[config.mk]
export PLATFORM = sky130hd
export DESIGN_NAME = peripheral_uart_bus_master
export DESIGN_NICKNAME = d
export VERILOG_FILES = /design/src/rtl/peripheral_uart_bus_master_pkg.sv /design/src/rtl/peripheral_uart_bus_master.sv
export SDC_FILE = /design/constraint.sdc
export NUM_CORES = 1
export LEC_CHECK = 0
export CORE_MARGIN = 5
export CORE_UTILIZATION = 45
export CTS_BUF_LIST = sky130_fd_sc_hd__clkbuf_16
export DETAILED_ROUTE_END_ITERATION = 8
export PLACE_DENSITY_LB_ADDON = 0.12
export SETUP_SLACK_MARGIN = 0.3
export SYNTH_ARGS = -nofsm -noshare
export SYNTH_HDL_FRONTEND = slang
export SYNTH_SLANG_ARGS = --single-unit
export TNS_END_PERCENT = 30
[constraint.sdc]
create_clock -name mclk -period 2.3 [get_ports mclk]
set_input_delay 0.46 -clock mclk [delete_from_list [all_inputs] [get_ports mclk]]
set_output_delay 0.46 -clock mclk [all_outputs]
set_load 0.03 [all_outputs]
[src/rtl/peripheral_uart_bus_master_pkg.sv]
// Shared types and bus widths for the peripheral bus initiator.
//   op_t    : command opcode as carried on cmd_op
//   state_t : initiator FSM states
package peripheral_uart_bus_master_pkg;

    localparam int unsigned ADDR_W = 14;
    localparam int unsigned DATA_W = 16;

    typedef enum logic [1:0] {
        OpWrite   = 2'b00,
        OpRead    = 2'b01,
        OpPoll    = 2'b10,
        OpIllegal = 2'b11
    } op_t;

    typedef enum logic [1:0] {
        StIdle,
        StAccess,
        StCapture,
        StResp
    } state_t;

endpackage

[src/rtl/peripheral_uart_bus_master.sv]
// Peripheral bus initiator: runs single write, read and poll-until-match commands.
// Ports:
//   mclk, puc_rst        : clock, synchronous active-high reset
//   cmd_*                : valid/ready command port (op, addr, wdata, be, mask, timeout)
//   rsp_*                : valid/ready response port (rdata, err)
//   per_addr/din/en/we   : bus request pins, driven only in the access cycle
//   per_dout             : registered read data, valid the cycle after per_en
module peripheral_uart_bus_master
    import peripheral_uart_bus_master_pkg::*;
#(
    parameter int unsigned TIMEOUT_W = 16
) (
    input  logic                 mclk,
    input  logic                 puc_rst,
    input  logic                 cmd_valid,
    output logic                 cmd_ready,
    input  logic [1:0]           cmd_op,
    input  logic [ADDR_W-1:0]    cmd_addr,
    input  logic [DATA_W-1:0]    cmd_wdata,
    input  logic [1:0]           cmd_be,
    input  logic [DATA_W-1:0]    cmd_mask,
    input  logic [TIMEOUT_W-1:0] cmd_timeout,
    output logic                 rsp_valid,
    input  logic                 rsp_ready,
    output logic [DATA_W-1:0]    rsp_rdata,
    output logic                 rsp_err,
    output logic [ADDR_W-1:0]    per_addr,
    output logic [DATA_W-1:0]    per_din,
    output logic                 per_en,
    output logic [1:0]           per_we,
    input  logic [DATA_W-1:0]    per_dout
);

    state_t                state_q, state_d;
    op_t                   op_q, op_d;
    logic [ADDR_W-1:0]     addr_q, addr_d;
    logic [DATA_W-1:0]     wdata_q, wdata_d;
    logic [1:0]            be_q, be_d;
    logic [DATA_W-1:0]     mask_q, mask_d;
    logic [TIMEOUT_W-1:0]  cnt_q, cnt_d;
    logic [DATA_W-1:0]     rdata_q, rdata_d;
    logic                  err_q, err_d;
    op_t                   cmd_op_t;

    assign cmd_op_t = op_t'(cmd_op);

    always_ff @(posedge mclk) begin
        if (puc_rst) begin
            state_q <= StIdle;
            op_q    <= OpWrite;
            addr_q  <= '0;
            wdata_q <= '0;
            be_q    <= '0;
            mask_q  <= '0;
            cnt_q   <= '0;
            rdata_q <= '0;
            err_q   <= 1'b0;
        end else begin
            state_q <= state_d;
            op_q    <= op_d;
            addr_q  <= addr_d;
            wdata_q <= wdata_d;
            be_q    <= be_d;
            mask_q  <= mask_d;
            cnt_q   <= cnt_d;
            rdata_q <= rdata_d;
            err_q   <= err_d;
        end
    end

    always_comb begin
        state_d = state_q;
        op_d    = op_q;
        addr_d  = addr_q;
        wdata_d = wdata_q;
        be_d    = be_q;
        mask_d  = mask_q;
        cnt_d   = cnt_q;
        rdata_d = rdata_q;
        err_d   = err_q;

        unique case (state_q)
            StIdle: begin
                if (cmd_valid) begin
                    op_d    = cmd_op_t;
                    addr_d  = cmd_addr;
                    wdata_d = cmd_wdata;
                    be_d    = cmd_be;
                    mask_d  = cmd_mask;
                    cnt_d   = cmd_timeout;
                    rdata_d = '0;
                    err_d   = 1'b0;
                    // Rejected commands never touch the bus.
                    if (cmd_op_t == OpIllegal || (cmd_op_t == OpWrite && cmd_be == 2'b00)) begin
                        err_d   = 1'b1;
                        state_d = StResp;
                    end else begin
                        state_d = StAccess;
                    end
                end
            end
            StAccess: begin
                state_d = (op_q == OpWrite) ? StResp : StCapture;
            end
            StCapture: begin
                rdata_d = per_dout;
                state_d = StResp;
                if (op_q == OpPoll && ((per_dout ^ wdata_q) & mask_q) != '0) begin
                    if (cnt_q == '0) begin
                        err_d = 1'b1;
                    end else begin
                        cnt_d   = cnt_q - TIMEOUT_W'(1);
                        state_d = StAccess;
                    end
                end
            end
            StResp: begin
                if (rsp_ready) begin
                    state_d = StIdle;
                end
            end
            default: state_d = StIdle;
        endcase
    end

    // Outputs decode from state only; per_* are held at zero outside the access cycle.
    always_comb begin
        cmd_ready = (state_q == StIdle) && !puc_rst;
        rsp_valid = (state_q == StResp);
        rsp_rdata = rsp_valid ? rdata_q : '0;
        rsp_err   = rsp_valid ? err_q : 1'b0;
        per_en    = (state_q == StAccess);
        per_addr  = per_en ? addr_q : '0;
        per_we    = (per_en && op_q == OpWrite) ? be_q : 2'b00;
        per_din   = (per_en && op_q == OpWrite) ? wdata_q : '0;
    end

endmodule
After elaboration in Yosys (flattened, before gate mapping)

Index checks and enable logic that the tools add are counted.
W data, S select, Z words.

Bits of input ports: 86
Logic and storage cells: 63
Register bits: 85
Output and inout port bits: 52

Equality and inequality tests: 10
$add $sub $neg: 1
Reduce and logical (&&, ||, !) cells: 18
Bitwise gates (word level): 2
Mux-type cells: 23

Operators by type and width:

| operator                | number |
|---|---|
| $mux W16                | 6 |
| $pmux W16 S2            | 2 |
| $and A16 B16 Y16        | 1 |
| $logic_not A16 Y1       | 1 |
| $reduce_bool A16 Y1     | 1 |
| $sub A16 B1 Y16 const B | 1 |
| $xor A16 B16 Y16        | 1 |
| $mux W14                | 1 |
| $mux W2                 | 6 |
| $eq A2 B2 Y1 const B    | 4 |
| $logic_not A2 Y1        | 4 |
| $ne A2 B2 Y1 const B    | 4 |
| $pmux W2 S4             | 1 |
| $reduce_and A4 Y1       | 2 |
| $mux W1                 | 6 |
| $reduce_and A2 Y1       | 3 |
| $logic_and A1 B1 Y1     | 4 |
| $eq A2 B1 Y1 const B    | 1 |
| $ne A2 B1 Y1 const B    | 1 |
| $pmux W1 S2             | 1 |
| $reduce_bool A2 Y1      | 1 |
| $logic_not A1 Y1        | 1 |
| $logic_or A1 B1 Y1      | 1 |

Longest topological paths before layout

Gate-level depths: netlist (run 1).

Depth in word-level cells: 6
Depth in mapped cells: 9
Mapped depth without buffers: 8

Worst setup path after synthesis (run 1)

Ideal clock, no wire load.

Path type: flip-flop to output port
From: reg state_q[1]
To: out per_din[10]
Required time: 1,840 ps
Path buffers: 2
Setup slack: 170 ps
Arrival time: 1,670 ps
Stages on the path, launching flop included: 5
Cell sequence: dfxtp_1 > clkbuf_1 > nor4_1 > clkbuf_1 > and2_1

Longest elaborated chain between the ends: 3

RTL lines:

| element                | line                              | RTL |
|---|---|---|
| start, declared        | peripheral_uart_bus_master.sv:34  | `state_t state_q, state_d;` |
| start signal, assigned | peripheral_uart_bus_master.sv:49  | `state_q <= StIdle;` |
| start signal, assigned | peripheral_uart_bus_master.sv:59  | `state_q <= state_d;` |
| $eq A2 B1 Y1           | peripheral_uart_bus_master.sv:132 | `per_en = (state_q == StAccess);` |
| $logic_and A1 B1 Y1    | peripheral_uart_bus_master.sv:135 | `per_din = (per_en && op_q == OpWrite) ? wdata_q : '0;` |
| $mux W16               | peripheral_uart_bus_master.sv:135 |  |
| end, declared          | peripheral_uart_bus_master.sv:28  | `output logic [DATA_W-1:0] per_din,` |

No other way between the ends.

Worst setup path after layout (run 1)

From: reg cnt_q[7]
To: reg cnt_q[15]

Longest elaborated chain between the ends: 4
Elaborated cells between the ends (all ways): 7
Classes of those cells: add/sub: 1; eq/ne: 1; mux: 3; reduce/logical: 2

RTL lines:

| element                | line                              | RTL |
|---|---|---|
| start, declared        | peripheral_uart_bus_master.sv:40  | `logic [TIMEOUT_W-1:0] cnt_q, cnt_d;` |
| start signal, assigned | peripheral_uart_bus_master.sv:65  | `cnt_q <= cnt_d;` |
| $sub A16 B1 Y16        | peripheral_uart_bus_master.sv:112 | `cnt_d = cnt_q - TIMEOUT_W'(1);` |
| $mux W16               | peripheral_uart_bus_master.sv:109 | `if (cnt_q == '0) begin` |
| $mux W16               | peripheral_uart_bus_master.sv:108 | `if (op_q == OpPoll && ((per_dout ^ wdata_q) & mask_q) != '0) begin` |
| $pmux W16 S2           | peripheral_uart_bus_master.sv:82  | `unique case (state_q)` |

Parallel ways exist; a longest one is shown, timed or not. The select of a mux whose other input is x is not followed.
A chain may end at the register's enable or synchronous reset.

==> results of run 1 <==
[sequential cells by signal (all words and copies together), names as in the netlist]
signal and cells:
cnt_q 16, mask_q 16, rdata_q 16, wdata_q 16, addr_q 14, be_q 2, op_q 2, state_q 2
err_q 1
[power by group through the flow]
stage	registers [uW]	clock network, uW	logic, uW
finish	1700	1440	1300
global route	1720	1500	1400
CTS	1700	1450	1210
detailed placement	1720	0	1080
global placement	1720	0	1070
floorplan	1700	0	628
[worst min-delay path: cells and delay by family (launching register included)]
kind	cells	cell delay (ns)
flops	1	0.30
simple gates	1	0.05
compound gates	1	0.05
[cells by family (layout without fill, tap and decap cells)]
kind of cell / count (synthesis) / in the layout / synth area share [%]
buffers and inverters: 41 / 199 / 4.06
multiplexers: 6 / 6 / 1.51
AO/OA/AOI/OAI: 129 / 129 / 18.9
AND/OR/NAND/NOR: 238 / 239 / 28.5
flip-flops: 85 / 85 / 42.8
adder cells (fa/ha/maj): 2 / 2 / 0.630
XOR/XNOR: 16 / 16 / 3.53
[cell usage after synthesis]
cell / n / area (sq um)
or2_1: 2 / 12.5
ha_1: 2 / 25.0
o21ai_2: 1 / 8.76
inv_1: 4 / 15.0
a22oi_1: 8 / 60.1
or3_1: 3 / 18.8
o311ai_0: 6 / 52.6
o21ai_0: 5 / 25.0
o41ai_1: 1 / 8.76
a21oi_1: 78 / 390
or2_2: 1 / 6.26
mux2i_1: 6 / 60.1
and2_1: 34 / 213
a21oi_2: 1 / 8.76
o31ai_1: 2 / 15.0
nand3_1: 21 / 105
a211oi_1: 1 / 7.51
nand2_1: 126 / 473
a21o_1: 1 / 7.51
nand2b_1: 1 / 6.26
buf_6: 1 / 11.3
nand4_1: 3 / 18.8
nand2b_4: 1 / 13.8
o211ai_1: 6 / 45.0
o221ai_2: 1 / 15.0
nor4_1: 6 / 37.5
o211a_1: 1 / 10.0
clkbuf_1: 36 / 135
or3_4: 3 / 33.8
dfxtp_1: 85 / 1700
o211ai_2: 1 / 12.5
xor2_1: 16 / 140
o22ai_1: 1 / 6.26
and3_1: 17 / 106
nor3_1: 6 / 30.0
nor2b_1: 2 / 12.5
nor2_1: 12 / 45.0
o311ai_1: 1 / 8.76
o21ai_1: 14 / 70.1
[timing repair]
item                                    CTS  global route
hold buffers                              0             0
endpoints found under the setup margin   52            53
endpoints found under the hold margin     0             0
pin swaps                                 3            12
gates cloned                              3             2
buffers inserted                          7             5
resized for setup                        40            21
[layout make-up]
type	count	area, sq um
fill	702	2560
multi-input combinational	392	2240
timing repair buffer	179	1720
sequential	85	1710
clock buffer	9	225
tap	108	135
clock inverter	7	66.3
inverter	4	18.8
[final timing paths]
kind / slack (ns) / startpoint / endpoint / cells past startpoint
min: 0.45 / addr_q[13] / addr_q[13] / 2
max: 0.02 / cnt_q[7] / cnt_q[15] / 8
min reg2reg: 0.45 / addr_q[13] / addr_q[13] / 2
max reg2reg: 0.02 / cnt_q[7] / cnt_q[15] / 8
[through the flow]
stage / setup TNS (ns) / setup slack (ns)
after floorplan: 0 / 0.206
after global placement: -4.03 / -0.361
after detailed placement: -4.68 / -0.431
after CTS: 0 / 0.130
after global routing: -0.0281 / -0.0259
final: 0 / 0.0169
[layer usage]
layer	part of all wire [%]	routed length (um)
met1	42	5560
met2	51	6760
met3	5.1	677
met4	1.7	224
met5	0	0
[layout by cell type (no fill, tap or decap), drive strengths merged]
cell           instances
nand4                  3
nand2b                 2
ha                     2
a21oi                 79
o31ai                  2
clkdlybuf4s15          1
nor3                   6
dfxtp                 85
and3                  17
and2                  34
clkinv                 3
o21ai                 20
nor2                  12
o311ai                 7
a22oi                  8
a211oi                 1
o41ai                  1
or3                    6
o211ai                 7
clkinvlp               2
nand2                126
a21o                   1
dlygate4sd2            1
clkdlybuf4s50         84
o22ai                  1
bufbuf                 2
bufinv                 1
nand3                 21
mux2i                  6
or2                    4
clkbuf                 9
nor2b                  2
inv                    5
xor2                  16
o211a                  1
buf                   91
o221ai                 1
nor4                   6
==> impl_metrics.env, run 1 <==
export IMPL_outcome="finished, final reports clean"
export IMPL_clkSinkCount=85
export IMPL_cts_root_buffer_cell="clkbuf_16"
export IMPL_grt_busiest_layer="met2"
export IMPL_slew_viol_final=0
export IMPL_wl_per_cell_um=16.9
export IMPL_pwr_share_comb_pct=29.2
export IMPL_switching_share_pct=31.3
export IMPL_drt_iter0_markers=221
export IMPL_clkPwrFrac_pct=32.4
export IMPL_hold_worst_slack_ns=0.450
export IMPL_grt_pass1_wl_um=20800
export IMPL_stdcell_count=784
export IMPL_critical_path_cell_chain="or3_4 -> or3_4 -> or3_4 -> o211ai_4 -> o21ai_2 -> buf_6 -> mux2i_2 -> o21ai_1"
export IMPL_die_height_um=104
export IMPL_cp_common_cell="or3_4"
export IMPL_dp_cells=751
export IMPL_use_met3_pct=5.03
export IMPL_powerDensity_mw_per_mm2=726
export IMPL_setup_viol=0
export IMPL_drc=0
export IMPL_core_sq_mm=0.00868
export IMPL_p_seq_share_pct=38.4
export IMPL_period_share_pct=99.3
export IMPL_critPathBufInv=1
export IMPL_worst_hold_path_type="reg2reg"
export IMPL_grt_use_total_pct=23.1
export IMPL_grt_util_met1_pct=28.2
export IMPL_dp_hpwl_um=8500
export IMPL_syn_to_final_growth_pct=53.9
export IMPL_cts_buffers_inserted=9
export IMPL_worst_skew_pair_late_latency_ns=0.34
export IMPL_rsz0062_at_grt="yes"
export IMPL_worstSetupStartpointType="flop"
export IMPL_worst_endpoint_required_ns=2.49
export IMPL_yosysSeqAreaShare_pct=42.8
export IMPL_vias=4270
export IMPL_fmax_mhz=438
export IMPL_cap_violations=0
export IMPL_leakage_uw=0.00253
export IMPL_clockBufferDepth=2
export IMPL_io_pins=138
export IMPL_globalplace_congestion=0.828
export IMPL_met2_usage_pct=40.2
export IMPL_tritoncts="done"
export IMPL_critPathSlowestCell="or3_4"
export IMPL_via_per_inst=5.45
export IMPL_gr_total_overflow=0
export IMPL_place_area_sq_mm=0.00545
export IMPL_first_global_vias=4122
export IMPL_worst_slew_pin_slew_ns=0.864
export IMPL_htreeDepth=3
export IMPL_synth_warnings=0
export IMPL_portBuffers=137
export IMPL_finalHoldViolations=0
export IMPL_final_core_util_pct=70.5
export IMPL_period_needed_ns=2.28
export IMPL_syn_area_per_cell_sq_um=7.68
export IMPL_num_antenna_cells=0
export IMPL_grt_max_degree=81
export IMPL_final_area_sq_mm=0.00611
export IMPL_path_delay_family="simple AND/OR/NAND/NOR gates"
export IMPL_fin_skew_ns=0.00503
export IMPL_clk_pin_slew_worst_paths_ns=0.06
export IMPL_p_sw_uw=1390
export IMPL_nets=759
export IMPL_syn_inst=517
export IMPL_finalPower_uw=4440
export IMPL_synth_area_sq_mm=0.00397
export IMPL_antenna_found_initial=0
export IMPL_end_kind="flop"
export IMPL_first_pass_iters=4
export IMPL_ir_worst_vdd_v=0.000419
export IMPL_wl_um=13200
export IMPL_fp_dieW_um=104
export IMPL_crit_fanout=5
export IMPL_ys_types=39
export IMPL_num_rows=34
export IMPL_relSlewSlack_pct=42.4
export IMPL_p_int_uw=3050
export IMPL_initial_core_util_pct=45.8
export IMPL_drtAntennaViolNets=0
export IMPL_syn_nets=605
export IMPL_yosys_register_bits=85
export IMPL_layout_drive_gt1_share_pct=21.9
export IMPL_path_class="reg2reg"
export IMPL_crit_arrival_ns=2.47
export IMPL_slowest_delay_ns=0.43
export IMPL_die_area_sq_mm=0.0108
Power figures use the tool's default switching activity.
==> inputs of run 2 (changes only) <==
CORE_UTILIZATION = 30   (was 45)
CTS_CLUSTER_DIAMETER = 40   (was default)
==> impl_metrics.env, run 2 (synthesis results as in run 1) <==
export IMPL_die_area_sq_mm=0.0156
export IMPL_final_core_util_pct=48.3
export IMPL_syn_to_final_growth_pct=59.8
export IMPL_worstRegToRegCells=9
export IMPL_crit_fanout=8
export IMPL_worstSetupStartpointType="flop"
export IMPL_fillers=1316
export IMPL_die_height_um=125
export IMPL_period_needed_ns=2.26
export IMPL_r2r_start="cnt_q[7]"
export IMPL_fin_skew_ns=0.00681
export IMPL_initial_core_util_pct=30.2
export IMPL_vias=4092
export IMPL_first_global_vias=4047
export IMPL_crit_end="cnt_q[14]"
export IMPL_tritoncts="done"
export IMPL_mostFrequentLayoutCell="nand2_1"
export IMPL_first_pass_iters=5
export IMPL_drt_iter0_markers=287
export IMPL_fmax_mhz=443
export IMPL_io_pins=138
export IMPL_wl_per_cell_um=15.6
export IMPL_crit_arrival_ns=2.46
export IMPL_nets=761
export IMPL_worst_skew_pair_late_latency_ns=0.33
export IMPL_setup_worst_path_start="cnt_q[7]"
export IMPL_gr_total_overflow=0
export IMPL_htreeDepth=3
export IMPL_grt_use_total_pct=16.7
export IMPL_wl_um=13300
export IMPL_powerDensity_mw_per_mm2=688
export IMPL_path_class="reg2reg"
export IMPL_cts_hold_buf=0
export IMPL_cts_buffers_inserted=9
export IMPL_clkSinkCount=85
export IMPL_outcome="finished, final reports clean"
export IMPL_globalplace_congestion=0.782
export IMPL_finalHoldViolations=0
export IMPL_end_kind="flop"
export IMPL_r2r_slack_ns=0.04
export IMPL_cap_violations=0
export IMPL_rsz0062_at_grt="yes"
export IMPL_portBuffers=137
export IMPL_via_per_inst=4.80
export IMPL_clk_pin_slew_worst_paths_ns=0.06
export IMPL_num_antenna_cells=0
export IMPL_reg2reg_to="cnt_q[14]"
export IMPL_core_sq_mm=0.0131
export IMPL_setup_viol=0
export IMPL_grt_pass1_wl_um=21200
export IMPL_cts_root_buffer_cell="clkbuf_16"
export IMPL_clockBufferDepth=2
export IMPL_num_rows=42
export IMPL_worst_hold_path_type="reg2reg"
export IMPL_dp_hpwl_um=9350
export IMPL_worst_endpoint_required_ns=2.51
export IMPL_relSlewSlack_pct=54.4
export IMPL_seq_area_sq_mm=0.00171
export IMPL_drtAntennaViolNets=0
export IMPL_multi_input_area_sq_mm=0.00223
export IMPL_layout_drive_gt1_share_pct=23.0
export IMPL_leakage_uw=0.00258
export IMPL_slew_viol_final=0
export IMPL_holdPathStages=2
export IMPL_period_share_pct=98.1
export IMPL_antenna_found_initial=0
export IMPL_ir_worst_vdd_v=0.000325
export IMPL_drc=0
export IMPL_hold_worst_slack_ns=0.452
export IMPL_fp_dieW_um=125
export IMPL_worst_slew_pin_slew_ns=0.684
export IMPL_final_cell_mix="nand2_1, clkdlybuf4s50_1, dfxtp_1, a21oi_1, buf_4"
export IMPL_grt_max_degree=67
==> run 2: layout make-up <==
cell class	count	share of cell area [%]
Tap cell	176	3.47
Clock buffer	9	3.55
Timing Repair Buffer	182	29.9
Sequential cell	85	26.9
Clock inverter	6	0.867
Inverter	4	0.296
Multi-Input combinational cell	391	35.1
==> run 2: critical path, stage by stage (launching register included) <==
cell and delay [ns]:
dfxtp_2 0.32, or3_4 0.39, or3_4 0.35, or3_4 0.41, o211ai_2 0.08, buf_4 0.15, o21ai_4 0.06, buf_6 0.14
nand2b_4 0.14, o22ai_1 0.09
==> run 2: metrics by stage <==
| stage | cells | setup TNS [ns] | cell area [sq um] | power (uW) | setup WS (ns) |
|---|---|---|---|---|---|
| after floorplan | 517 | 0 | 3980 | 2330 | 0.206 |
| after global placement | 830 | -4.15 | 5680 | 2830 | -0.354 |
| after detailed placement | 830 | -4.24 | 5680 | 2840 | -0.329 |
| after CTS | 851 | 0 | 6110 | 4350 | 0.0535 |
| after global routing | 853 | -0.131 | 6350 | 4620 | -0.0384 |
| final | 853 | 0 | 6350 | 4370 | 0.0426 |
==> run 2: per-layer routing <==
layer / global-route usage, % / vias up / wire [um]
li1: - / 2087 / -
met1: 21.0 / 1895 / 5820
met2: 28.1 / 102 / 6600
met3: 4.09 / 8 / 741
met4: 5.36 / 0 / 121
met5: 0 / - / 0
==> run 2: repair_timing <==
item | CTS | global route
setup endpoints to repair | 53 | 54
buffers inserted | 3 | 2
pin swaps | 0 | 28
resized for setup | 23 | 72
cloned | 3 | 0
==> run 2: worst min path at each step <==
stage,startpoint,slack [ns],endpoint
2_1_floorplan,addr_q[0],0.43,addr_q[0]
3_3_place_gp,addr_q[4],0.44,addr_q[4]
3_5_place_dp,addr_q[11],0.45,addr_q[11]
4_1_cts,addr_q[4],0.45,addr_q[4]
5_1_grt,addr_q[2],0.48,addr_q[2]
6_report,mask_q[4],0.45,mask_q[4]
==> run 2: power breakdown <==
part,internal [uW],leakage [uW],switching (uW)
logic,610,0.00175,662
registers,1610,0.000697,90.3
clock network,824,0.000136,572
==> inputs of run 3 (changes only) <==
CORE_ASPECT_RATIO = 1.4   (was default)
CORE_UTILIZATION = 45   (was 30)
==> impl_metrics.env, run 3 (synthesis results as in run 1) <==
export IMPL_crit_fanout=10
export IMPL_grt_max_degree=66
export IMPL_core_sq_mm=0.00861
export IMPL_worst_slew_pin_slew_ns=0.639
export IMPL_fp_dieW_um=89.4
export IMPL_num_antenna_cells=0
export IMPL_num_rows=40
export IMPL_fmax_mhz=455
export IMPL_grt_use_total_pct=23.0
export IMPL_drt_iter0_markers=221
export IMPL_setup_viol=0
export IMPL_die_height_um=121
export IMPL_end_kind="flop"
export IMPL_cap_violations=0
export IMPL_clkPwrFrac_pct=32.3
export IMPL_worst_hold_path_type="reg2reg"
export IMPL_tritoncts="done"
export IMPL_wl_met2_um=6770
export IMPL_antenna_found_initial=0
export IMPL_relSlewSlack_pct=57.4
export IMPL_syn_to_final_growth_pct=50.5
export IMPL_finalHoldViolations=0
export IMPL_met3WireLength_um=666
export IMPL_p_int_uw=2980
export IMPL_crit_arrival_ns=2.47
export IMPL_via_per_inst=5.34
export IMPL_wl_per_cell_um=16.3
export IMPL_first_pass_iters=4
export IMPL_final_area_sq_mm=0.00598
export IMPL_highest_layer="met4"
export IMPL_final_core_util_pct=69.5
export IMPL_rsz0062_at_grt="yes"
export IMPL_dp_hpwl_um=8810
export IMPL_portBuffers=137
export IMPL_first_global_vias=3837
export IMPL_period_needed_ns=2.20
export IMPL_outcome="finished, final reports clean"
export IMPL_path_class="reg2reg"
export IMPL_fin_skew_ns=0.00724
export IMPL_critical_path_cell_chain="or3_4 -> or3_4 -> or3_4 -> o211ai_2 -> o21ai_2 -> buf_12 -> mux2i_4 -> o21ai_1"
export IMPL_powerDensity_mw_per_mm2=716
export IMPL_clk_pin_slew_worst_paths_ns=0.06
export IMPL_die_area_sq_mm=0.0108
export IMPL_place_area_sq_mm=0.00545
export IMPL_critPathSlowestCell="or3_4"
export IMPL_cp_common_cell="or3_4"
export IMPL_drc=0
export IMPL_ir_worst_vdd_v=0.000484
export IMPL_grt_pass1_wl_um=19100
export IMPL_io_pins=138
export IMPL_clkSinkCount=85
export IMPL_gr_total_overflow=0
export IMPL_period_share_pct=95.5
export IMPL_htreeDepth=3
export IMPL_nets=750
export IMPL_clockBufferDepth=2
export IMPL_p_seq_share_pct=39.8
export IMPL_vias=4108
export IMPL_cts_buffers_inserted=9
export IMPL_worst_skew_pair_late_latency_ns=0.34
export IMPL_slowest_delay_ns=0.40
export IMPL_leakage_uw=0.00247
export IMPL_slew_viol_final=0
export IMPL_globalplace_congestion=0.810
export IMPL_pwr_share_comb_pct=27.9
export IMPL_initial_core_util_pct=46.1
export IMPL_wl_um=12600
export IMPL_cts_root_buffer_cell="clkbuf_16"
export IMPL_layout_drive_gt1_share_pct=19.1
export IMPL_worst_endpoint_required_ns=2.57
export IMPL_fillers=740
export IMPL_mostFrequentLayoutCell="nand2_1"
export IMPL_worstSetupStartpointType="flop"
export IMPL_final_cell_mix="nand2_1, clkdlybuf4s50_1, dfxtp_1, a21oi_1, buf_4"
export IMPL_drtAntennaViolNets=0
export IMPL_wirelength_met1_um=4870
export IMPL_p_sw_uw=1300
export IMPL_switching_share_pct=30.3
## run 3: changes by cell type in the layout (fill, tap and decap cells not counted), sizes merged, moves of 2 or more
| cell | previous run | this run |
|---|---|---|
| clkinv | 4 | 2 |
| buf | 93 | 83 |
| inv | 3 | 5 |
| clkbuf | 11 | 9 |
## run 3: worst paths after layout
kind / slack, ns / endpoint / startpoint / cells past startpoint
worst max-delay path: 0.10 / cnt_q[15] / cnt_q[13] / 8
worst max register to register: 0.10 / cnt_q[15] / cnt_q[13] / 8
worst min register to register: 0.45 / addr_q[12] / addr_q[12] / 2
worst min-delay path: 0.45 / addr_q[12] / addr_q[12] / 2
## run 3: critical path, delay by kind of cell, from the launching register on
kind,cells,cell delay (ns)
and+or+nand+nor,3,1.11
muxes,1,0.18
AOI/OAI and AO/OA,3,0.33
buffers and inverters,1,0.16
DFF,1,0.33
## run 3: power groups by stage
stage | Combinational, uW | Clock [uW] | Sequential, uW
floorplan | 628 | 0 | 1700
global placement | 1060 | 0 | 1720
detailed placement | 1070 | 0 | 1730
CTS | 1150 | 1390 | 1700
global route | 1300 | 1450 | 1720
finish | 1190 | 1380 | 1700
## run 3: final cells by class
cell class	instances	area, sq um	area share [%]
multi-input combinational	391	2200	36.8
sequential	85	1710	28.6
timing repair buffer	171	1650	27.6
clock buffer	9	225	3.77
tap	105	131	2.20
clock inverter	5	46.3	0.774
inverter	4	18.8	0.314
## run 3: metrics by stage
stage	instances	setup TNS, ns	worst slack [ns]	power, uW	hold slack (ns)
detailed placement	744	-5.04	-0.451	2790	0.442
global placement	744	-3.91	-0.399	2770	0.438
floorplan	517	0	0.206	2330	0.432
CTS	764	0	0.0799	4240	0.450
global route	770	0	0.0406	4470	0.469
finish	770	0	0.103	4280	0.449
## run 3: routing by layer
metal | GRT usage [%] | up-vias
met5 | 0 | -
met3 | 5.37 | 17
met1 | 26.7 | 1914
li1 | - | 2059
met4 | 7.91 | 0
met2 | 40.4 | 118
## run 3: timing repair
item / in CTS / in global routing
hold buffers: 0 / 0
setup buffers: 5 / 6
gates cloned: 1 / 0
setup endpoints to repair: 53 / 53
gates resized for setup: 25 / 18
pin swaps: 4 / 2
